<file path="src/rtl/life_vga_pkg.sv">
// rtl/life_vga_pkg.sv - shared widths, colours and cell addressing for the life grid renderer
// Purpose: coordinate/colour widths, default colour constants and the
//          row-major cell address helper used by life_grid_renderer.
package life_vga_pkg;

  localparam int COORD_W = 11;
  localparam int RGB_W   = 12;

  localparam logic [RGB_W-1:0] C_ALIVE_RGB    = 12'hFFF;
  localparam logic [RGB_W-1:0] C_DEAD_RGB     = 12'h000;
  localparam logic [RGB_W-1:0] C_CURSOR_RGB   = 12'hF00;
  localparam logic [RGB_W-1:0] C_GRIDLINE_RGB = 12'h444;

  // Row-major cell index: row*grid_w + col.
  function automatic int unsigned cell_addr(input int unsigned row,
                                            input int unsigned col,
                                            input int unsigned grid_w);
    return row * grid_w + col;
  endfunction

endpackage

</file>
<file path="src/rtl/life_sync_delay.sv">
// rtl/life_sync_delay.sv - strobe-enabled shift register for sync/blank alignment
// Purpose: delays a W-bit control bundle by DEPTH enabled cycles.
// Ports:
//   clk, rst_n : clock, asynchronous active-low reset
//   en         : shift enable (pixel strobe)
//   d          : bundle in
//   q          : bundle delayed by DEPTH strobes (RST_VAL while in reset)
module life_sync_delay #(
  parameter int           DEPTH   = 2,
  parameter int           W       = 3,
  parameter logic [W-1:0] RST_VAL = '1
) (
  input  logic         clk,
  input  logic         rst_n,
  input  logic         en,
  input  logic [W-1:0] d,
  output logic [W-1:0] q
);

  logic [W-1:0] r_sr [DEPTH];

  always_ff @(posedge clk or negedge rst_n) begin
    if (!rst_n) begin
      for (int i = 0; i < DEPTH; i++) r_sr[i] <= RST_VAL;
    end else if (en) begin
      r_sr[0] <= d;
      for (int i = 1; i < DEPTH; i++) r_sr[i] <= r_sr[i-1];
    end
  end

  assign q = r_sr[DEPTH-1];

endmodule

</file>
<file path="src/rtl/life_grid_renderer.sv">
// rtl/life_grid_renderer.sv - pipelined Conway grid renderer with blinking cursor
// Purpose: maps VGA pixel coordinates onto a GRID_W x GRID_H cell array held
//          in an external synchronous 1-bit RAM and emits RGB plus sync/blank
//          delayed by two pixel strobes. Optional grid lines: LIFE_GRID_LINES_EN.
// Ports:
//   clk, rst_n              : pixel-domain clock, asynchronous active-low reset
//   pix_en                  : pixel strobe, pipeline advances only when high
//   x, y                    : current pixel column/row
//   hsync_in/vsync_in       : timing generator syncs (vsync active low)
//   blank_in                : high outside visible area
//   cursor_x, cursor_y      : cursor cell, latched on each vsync falling edge
//   rd_en, rd_addr, rd_data : cell RAM read port (data valid the clk after rd_en)
//   rgb                     : pixel colour
//   hsync_out/vsync_out/blank_out : inputs delayed by 2 strobes
module life_grid_renderer
  import life_vga_pkg::*;
#(
  parameter int               GRID_W     = 64,
  parameter int               GRID_H     = 48,
  parameter int               CELL_LOG2  = 3,
  parameter int               X_OFF      = 64,
  parameter int               Y_OFF      = 48,
  parameter logic [RGB_W-1:0] ALIVE_RGB  = C_ALIVE_RGB,
  parameter logic [RGB_W-1:0] DEAD_RGB   = C_DEAD_RGB,
  parameter logic [RGB_W-1:0] CURSOR_RGB = C_CURSOR_RGB,
  parameter int               BLINK_LOG2 = 5
) (
  input  logic                              clk,
  input  logic                              rst_n,
  input  logic                              pix_en,
  input  logic [COORD_W-1:0]                x,
  input  logic [COORD_W-1:0]                y,
  input  logic                              hsync_in,
  input  logic                              vsync_in,
  input  logic                              blank_in,
  input  logic [$clog2(GRID_W)-1:0]         cursor_x,
  input  logic [$clog2(GRID_H)-1:0]         cursor_y,
  output logic                              rd_en,
  output logic [$clog2(GRID_W*GRID_H)-1:0]  rd_addr,
  input  logic                              rd_data,
  output logic [RGB_W-1:0]                  rgb,
  output logic                              hsync_out,
  output logic                              vsync_out,
  output logic                              blank_out
);

  localparam int CX_W = $clog2(GRID_W);
  localparam int CY_W = $clog2(GRID_H);
  localparam int A_W  = $clog2(GRID_W * GRID_H);
  localparam int FC_W = BLINK_LOG2 + 1;

  localparam logic [COORD_W-1:0] X_LO = COORD_W'(X_OFF);
  localparam logic [COORD_W-1:0] X_HI = COORD_W'(X_OFF + (GRID_W << CELL_LOG2));
  localparam logic [COORD_W-1:0] Y_LO = COORD_W'(Y_OFF);
  localparam logic [COORD_W-1:0] Y_HI = COORD_W'(Y_OFF + (GRID_H << CELL_LOG2));

  logic [COORD_W-1:0] w_dx, w_dy, w_col, w_row;
  logic               w_in_grid, w_hit, w_frame, w_blink_on;
  logic [A_W-1:0]     w_addr;
  logic [RGB_W-1:0]   w_rgb;
  logic [2:0]         w_sync_q;

  logic [CX_W-1:0]    r_cur_x;
  logic [CY_W-1:0]    r_cur_y;
  logic [FC_W-1:0]    r_frame_cnt;
  logic               r_vs_prev;
  logic               r_s1_in_grid, r_s1_hit, r_s1_blank;

  // Offsets wrap when the pixel is left of / above the grid, but only feed
  // rd_addr and cursor_hit through in_grid, so the wrap is never visible.
  assign w_dx  = x - X_LO;
  assign w_dy  = y - Y_LO;
  assign w_col = w_dx >> CELL_LOG2;
  assign w_row = w_dy >> CELL_LOG2;

  assign w_in_grid = (x >= X_LO) && (x < X_HI) && (y >= Y_LO) && (y < Y_HI) && !blank_in;
  assign w_addr    = A_W'(cell_addr(32'(w_row), 32'(w_col), 32'(GRID_W)));

  // An out-of-range latched cursor never matches.
  assign w_hit = (w_col == COORD_W'(r_cur_x)) && (w_row == COORD_W'(r_cur_y)) &&
                 (32'(r_cur_x) < 32'(GRID_W)) && (32'(r_cur_y) < 32'(GRID_H));

  assign w_frame    = pix_en && r_vs_prev && !vsync_in;
  assign w_blink_on = r_frame_cnt[FC_W-1];

`ifdef LIFE_GRID_LINES_EN
  logic w_line, r_s1_line;
  assign w_line = (w_dx[CELL_LOG2-1:0] == '0) || (w_dy[CELL_LOG2-1:0] == '0);
`endif

  // S0 issues the RAM read; S1 captures per-pixel attributes; frame logic.
  always_ff @(posedge clk or negedge rst_n) begin
    if (!rst_n) begin
      rd_en        <= 1'b0;
      rd_addr      <= '0;
      r_s1_in_grid <= 1'b0;
      r_s1_hit     <= 1'b0;
      r_s1_blank   <= 1'b1;
      r_vs_prev    <= 1'b1;
      r_cur_x      <= '0;
      r_cur_y      <= '0;
      r_frame_cnt  <= '0;
`ifdef LIFE_GRID_LINES_EN
      r_s1_line    <= 1'b0;
`endif
    end else begin
      // rd_en is a single-clk pulse even when strobes are sparse.
      rd_en <= pix_en && w_in_grid;
      if (pix_en) begin
        if (w_in_grid) rd_addr <= w_addr;
        r_s1_in_grid <= w_in_grid;
        r_s1_hit     <= w_hit;
        r_s1_blank   <= blank_in;
        r_vs_prev    <= vsync_in;
`ifdef LIFE_GRID_LINES_EN
        r_s1_line    <= w_line;
`endif
        if (w_frame) begin
          r_cur_x     <= cursor_x;
          r_cur_y     <= cursor_y;
          r_frame_cnt <= r_frame_cnt + 1'b1;
        end
      end
    end
  end

  // rd_data has settled one clk after the S0 strobe, ahead of the next strobe.
  always_comb begin
    w_rgb = DEAD_RGB;
    if (r_s1_blank)                   w_rgb = '0;
    else if (!r_s1_in_grid)           w_rgb = DEAD_RGB;
    else if (r_s1_hit && w_blink_on)  w_rgb = CURSOR_RGB;
`ifdef LIFE_GRID_LINES_EN
    else if (r_s1_line)               w_rgb = C_GRIDLINE_RGB;
`endif
    else if (rd_data)                 w_rgb = ALIVE_RGB;
    else                              w_rgb = DEAD_RGB;
  end

  always_ff @(posedge clk or negedge rst_n) begin
    if (!rst_n)      rgb <= '0;
    else if (pix_en) rgb <= w_rgb;
  end

  life_sync_delay #(.DEPTH(2), .W(3), .RST_VAL(3'b111)) u_sync_delay (
    .clk   (clk),
    .rst_n (rst_n),
    .en    (pix_en),
    .d     ({hsync_in, vsync_in, blank_in}),
    .q     (w_sync_q)
  );

  assign hsync_out = w_sync_q[2];
  assign vsync_out = w_sync_q[1];
  assign blank_out = w_sync_q[0];

endmodule

</file>
<file path="config.mk">
export PLATFORM = sky130hd
export DESIGN_NAME = life_grid_renderer
export DESIGN_NICKNAME = d
export VERILOG_FILES = /design/src/rtl/life_vga_pkg.sv /design/src/rtl/life_sync_delay.sv /design/src/rtl/life_grid_renderer.sv
export SDC_FILE = /design/constraint.sdc
export NUM_CORES = 1
export LEC_CHECK = 0
export ABC_CLOCK_PERIOD_IN_PS = 1950
export CAP_MARGIN = 5
export CORE_AREA = 2 2 77 79
export CTS_BUF_LIST = sky130_fd_sc_hd__clkbuf_4
export DETAILED_ROUTE_END_ITERATION = 12
export DIE_AREA = 0 0 79 81
export DONT_BUFFER_PORTS = 1
export HOLD_SLACK_MARGIN = 0.08
export PLACE_DENSITY = 0.65
export SETUP_SLACK_MARGIN = 0.1
export SLEW_MARGIN = 0
export SYNTH_ARGS = -nofsm -noshare
export SYNTH_HDL_FRONTEND = slang
export SYNTH_HIERARCHICAL = 1
export SYNTH_SLANG_ARGS = --single-unit
export TNS_END_PERCENT = 30
</file>
<file path="constraint.sdc">
create_clock -name clk -period 1.95 [get_ports clk]
set_input_delay 0.39 -clock clk [delete_from_list [all_inputs] [get_ports clk]]
set_output_delay 0.39 -clock clk [all_outputs]
set_load 0.01 [all_outputs]
</file>
==> flow_summary.json <==
{
  "synthDistinctLibCells": 46,
  "failed_checks": "setup timing",
  "timing.final.max_slew_violations": 0,
  "place_congestion": 0.844,
  "grt_use_total_pct": 16.8,
  "detailroute.via_count": 1621,
  "globalRoute.totalOverflow": 0,
  "synth_enable_flop_cells": 0,
  "nNetsFinal": 291,
  "crit_chain": "or4_4 > nand2_4 > ha_4 > inv_2 > fa_2 > inv_2 > a21oi_2 > a41o_1 > xnor2_1 > mux2_4",
  "slew_worst_pin_ns": 0.413,
  "main_combinational_cell_family_by_area_after_synthesis": "simple AND/OR/NAND/NOR gates",
  "dpl.cell_count": 306,
  "max_clock_freq_mhz": 502,
  "synth_seq_area_share_pct": 44.4,
  "r2r-start": "r_cur_x[5]",
  "hold_violations": 0,
  "worst-endpoint-required_ns": 2.22,
  "coreArea_sq_um": 5680,
  "rrSetupSlack_ns": 0.22,
  "synth.net_count": 282,
  "top_level_ports": 69,
  "timing.critical_path.from_type": "input port",
  "synth.ff_latch_count": 43,
  "timing.final.crit_share_pct": 102,
  "cellLeakagePower_uw": 0.00123,
  "post_synth_xor_area_fraction_pct": 9.31,
  "cts.htree.levels": 2,
  "critPathSlowestCell": "or4_4",
  "timing.critical_path.slowest_cell_delay_ns": 0.54,
  "stdcell_area_sq_um": 2740,
  "antenna_left": 0,
  "rr_endpoint": "r_s1_hit",
  "worst_setup_path_startpoint": "x[6]",
  "timing_worst_setup_path_type": "input port to flop",
  "grt_pass1_vias": 1623,
  "setup_repair_after_global_routing_missed_its_margin": "true",
  "power.density_cell_area_nw_per_um2": 801,
  "detail_route.first_pass.iterations": 4,
  "worst_slack_ns": -0.0433,
  "skew_ns": 0.00723,
  "most-common-layout-cells": "nand2_1 (46), dfrtp_1 (35), buf_4 (21)",
  "antenna_found_initial": 0,
  "final.min_clock_period_ns": 1.99,
  "place_area_sq_um": 2550,
  "io_buffer_count": 0,
  "tritoncts.num_buffers": 5,
  "synth_fa_ha_area_share_pct": 3.89,
  "setup_viol": 1,
  "die_w_um": 79,
  "syn_avg_cell_area_sq_um": 10.4,
  "total_clock_sinks": 43,
  "row_count": 28,
  "synth_cells": 234,
  "slew_headroom_pct": 72.4,
  "worst_hold_path.num_cells": 2,
  "number_of_maximum_capacitance_constraint_violations": 0,
  "avgRoutedWirePerCell_um": 16.2,
  "synth-compound-area-share_pct": 8.14,
  "cts-root-to-sink-buffers": 2,
  "grt_start_max_net_pins": 44,
  "post_synth_mux_area_share_pct": 11.0,
  "max-vdd-ir-drop_mv": 0.351,
  "design_power_total_uw": 2190,
  "clock_latency_ns": 0.36,
  "synthesis.area_sq_um": 2440,
  "run_status": "finished, violations left",
  "min_from": "cursor_y[1]",
  "crit_path_frequent_cell": "inv_2",
  "reg2regPathDepth": 6,
  "drc": 0,
  "via_cell_ratio": 5.08,
  "drt-initial-drc-count": 72,
  "clk_pin_slew_worst_paths_ns": 0.15,
  "arrival_time_of_the_worst_setup_path_ns": 2.26,
  "antenna_cells": 0,
  "worst_hold_path.endpoint": "r_cur_y[1]",
  "final_cells": 319,
  "tritoncts": "built",
  "grt_pass1_wl_um": 8290,
  "synth_ff_type": "dfrtp_1",
  "worst-path-max-fanout": 7,
  "floorplan.die_area_sq_um": 6400,
  "worst_setup_path_end_kind": "flop",
  "die-height_um": 81,
  "cts_root_buffer": "clkbuf_4",
  "floorplan.initialDensity_pct": 43.1,
  "area_growth_pct": 12.0,
  "most_common_cell_after_layout_fill_and_taps_aside": "nand2_1",
  "wl_um": 5160,
  "synthArstFlopShare_pct": 100,
  "post_dp_hpwl_um": 3720,
  "synth-warning-count": 6,
  "post_synth_and_or_nand_nor_area_fraction_pct": 15.2,
  "worstHoldPathType": "input port to flop",
  "final_layout_size_suffix_gt1_share_pct": 31.1
}
==> critical path, delay by kind of cell <==
family / cells / cell delay, ns
xor gates and xnor gates: 1 / 0.12
muxes: 1 / 0.25
buffers and inverters: 2 / 0.11
and+or+nand+nor: 2 / 0.62
adders and majority gates: 2 / 0.50
AOI/OAI and AO/OA: 2 / 0.26
==> flip-flops by register name, indices dropped and copies added, names as in the netlist <==
register,flops
rd_en,1
rgb,2
r_s1_blank,1
u_sync_delay/r_sr,3
r_vs_prev,1
r_s1_in_grid,1
r_s1_hit,1
r_cur_y,6
r_frame_cnt,6
u_sync_delay/q,3
rd_addr,12
r_cur_x,6
==> worst max-delay path by stage <==
| stage | end | slack, ns | cells after the start |
|---|---|---|---|
| finish | rd_addr[10] | -0.04 | 10 |
| global route | rd_addr[10] | -0.09 | 10 |
| CTS | rd_addr[10] | -0.03 | 10 |
| detailed placement | rd_addr[10] | -0.43 | 10 |
| global placement | rd_addr[10] | -0.41 | 10 |
| floorplan | rd_addr[10] | -0.40 | 10 |
==> report_power, final <==
part	total (uW)	leakage [uW]	internal, uW	switching, uW
clock	479	0.0000278	145	334
combinational	473	0.000672	270	203
sequential	1240	0.000531	1080	166
==> cells by family after synthesis <==
| group | Yosys count |
|---|---|
| multiplexers | 20 |
| XOR/XNOR | 26 |
| adder cells (fa/ha/maj) | 7 |
| flip-flops | 43 |
| AND/OR/NAND/NOR | 80 |
| AO/OA/AOI/OAI | 24 |
| buffers and inverters | 34 |
==> cell usage after synthesis, types with 4 or more instances <==
library cell | number | area, sq um
inv_1 | 11 | 41.3
xor2_1 | 12 | 105
mux2_4 | 12 | 180
nor2_1 | 5 | 18.8
nand3_1 | 8 | 40.0
nor4_1 | 4 | 25.0
clkbuf_1 | 6 | 22.5
mux2_2 | 6 | 67.6
nand2_1 | 47 | 176
buf_4 | 13 | 97.6
ha_1 | 6 | 75.1
dfstp_2 | 8 | 210
a21oi_1 | 5 | 25.0
xnor2_1 | 14 | 123
nand4_1 | 4 | 25.0
dfrtp_1 | 35 | 876
==> layout make-up <==
class	count	area, sq um
Sequential cell	43	1090
Clock inverter	3	23.8
Clock buffer	5	37.5
Fill cell	558	2940
Tap cell	75	93.8
Multi-Input combinational cell	157	1230
Inverter	11	41.3
Timing Repair Buffer	25	225
==> stage by stage <==
stage / TNS, ns / hold WS (ns) / setup WS [ns] / utilization, %
finish: -0.0433 / 0.116 / -0.0433 / 48.3
global placement: -1.86 / 0.0953 / -0.409 / 45.0
detailed placement: -1.63 / 0.0951 / -0.430 / 45.0
global route: -0.153 / 0.104 / -0.0942 / 48.3
floorplan: -1.03 / 0.0944 / -0.400 / -
CTS: -0.0317 / 0.0802 / -0.0311 / 46.8
==> repair_timing <==
action / 4_1_cts / 5_1_grt
setup endpoints to repair: 3 / 4
pin swaps: 0 / 6
hold endpoints to repair: 43 / 1
hold buffers: 2 / 1
setup buffers: 0 / 2
gates resized for setup: 1 / 13
==> per-layer routing <==
layer / GRT usage [%] / vias up / part of all wire (%)
li1: - / 794 / -
met1: 24.1 / 780 / 48
met2: 26.1 / 41 / 46
met3: 3.33 / 6 / 4.6
met4: 4.66 / 0 / 1.1
met5: 0 / - / 0
No activity file was read; power rests on OpenSTA's default activity.
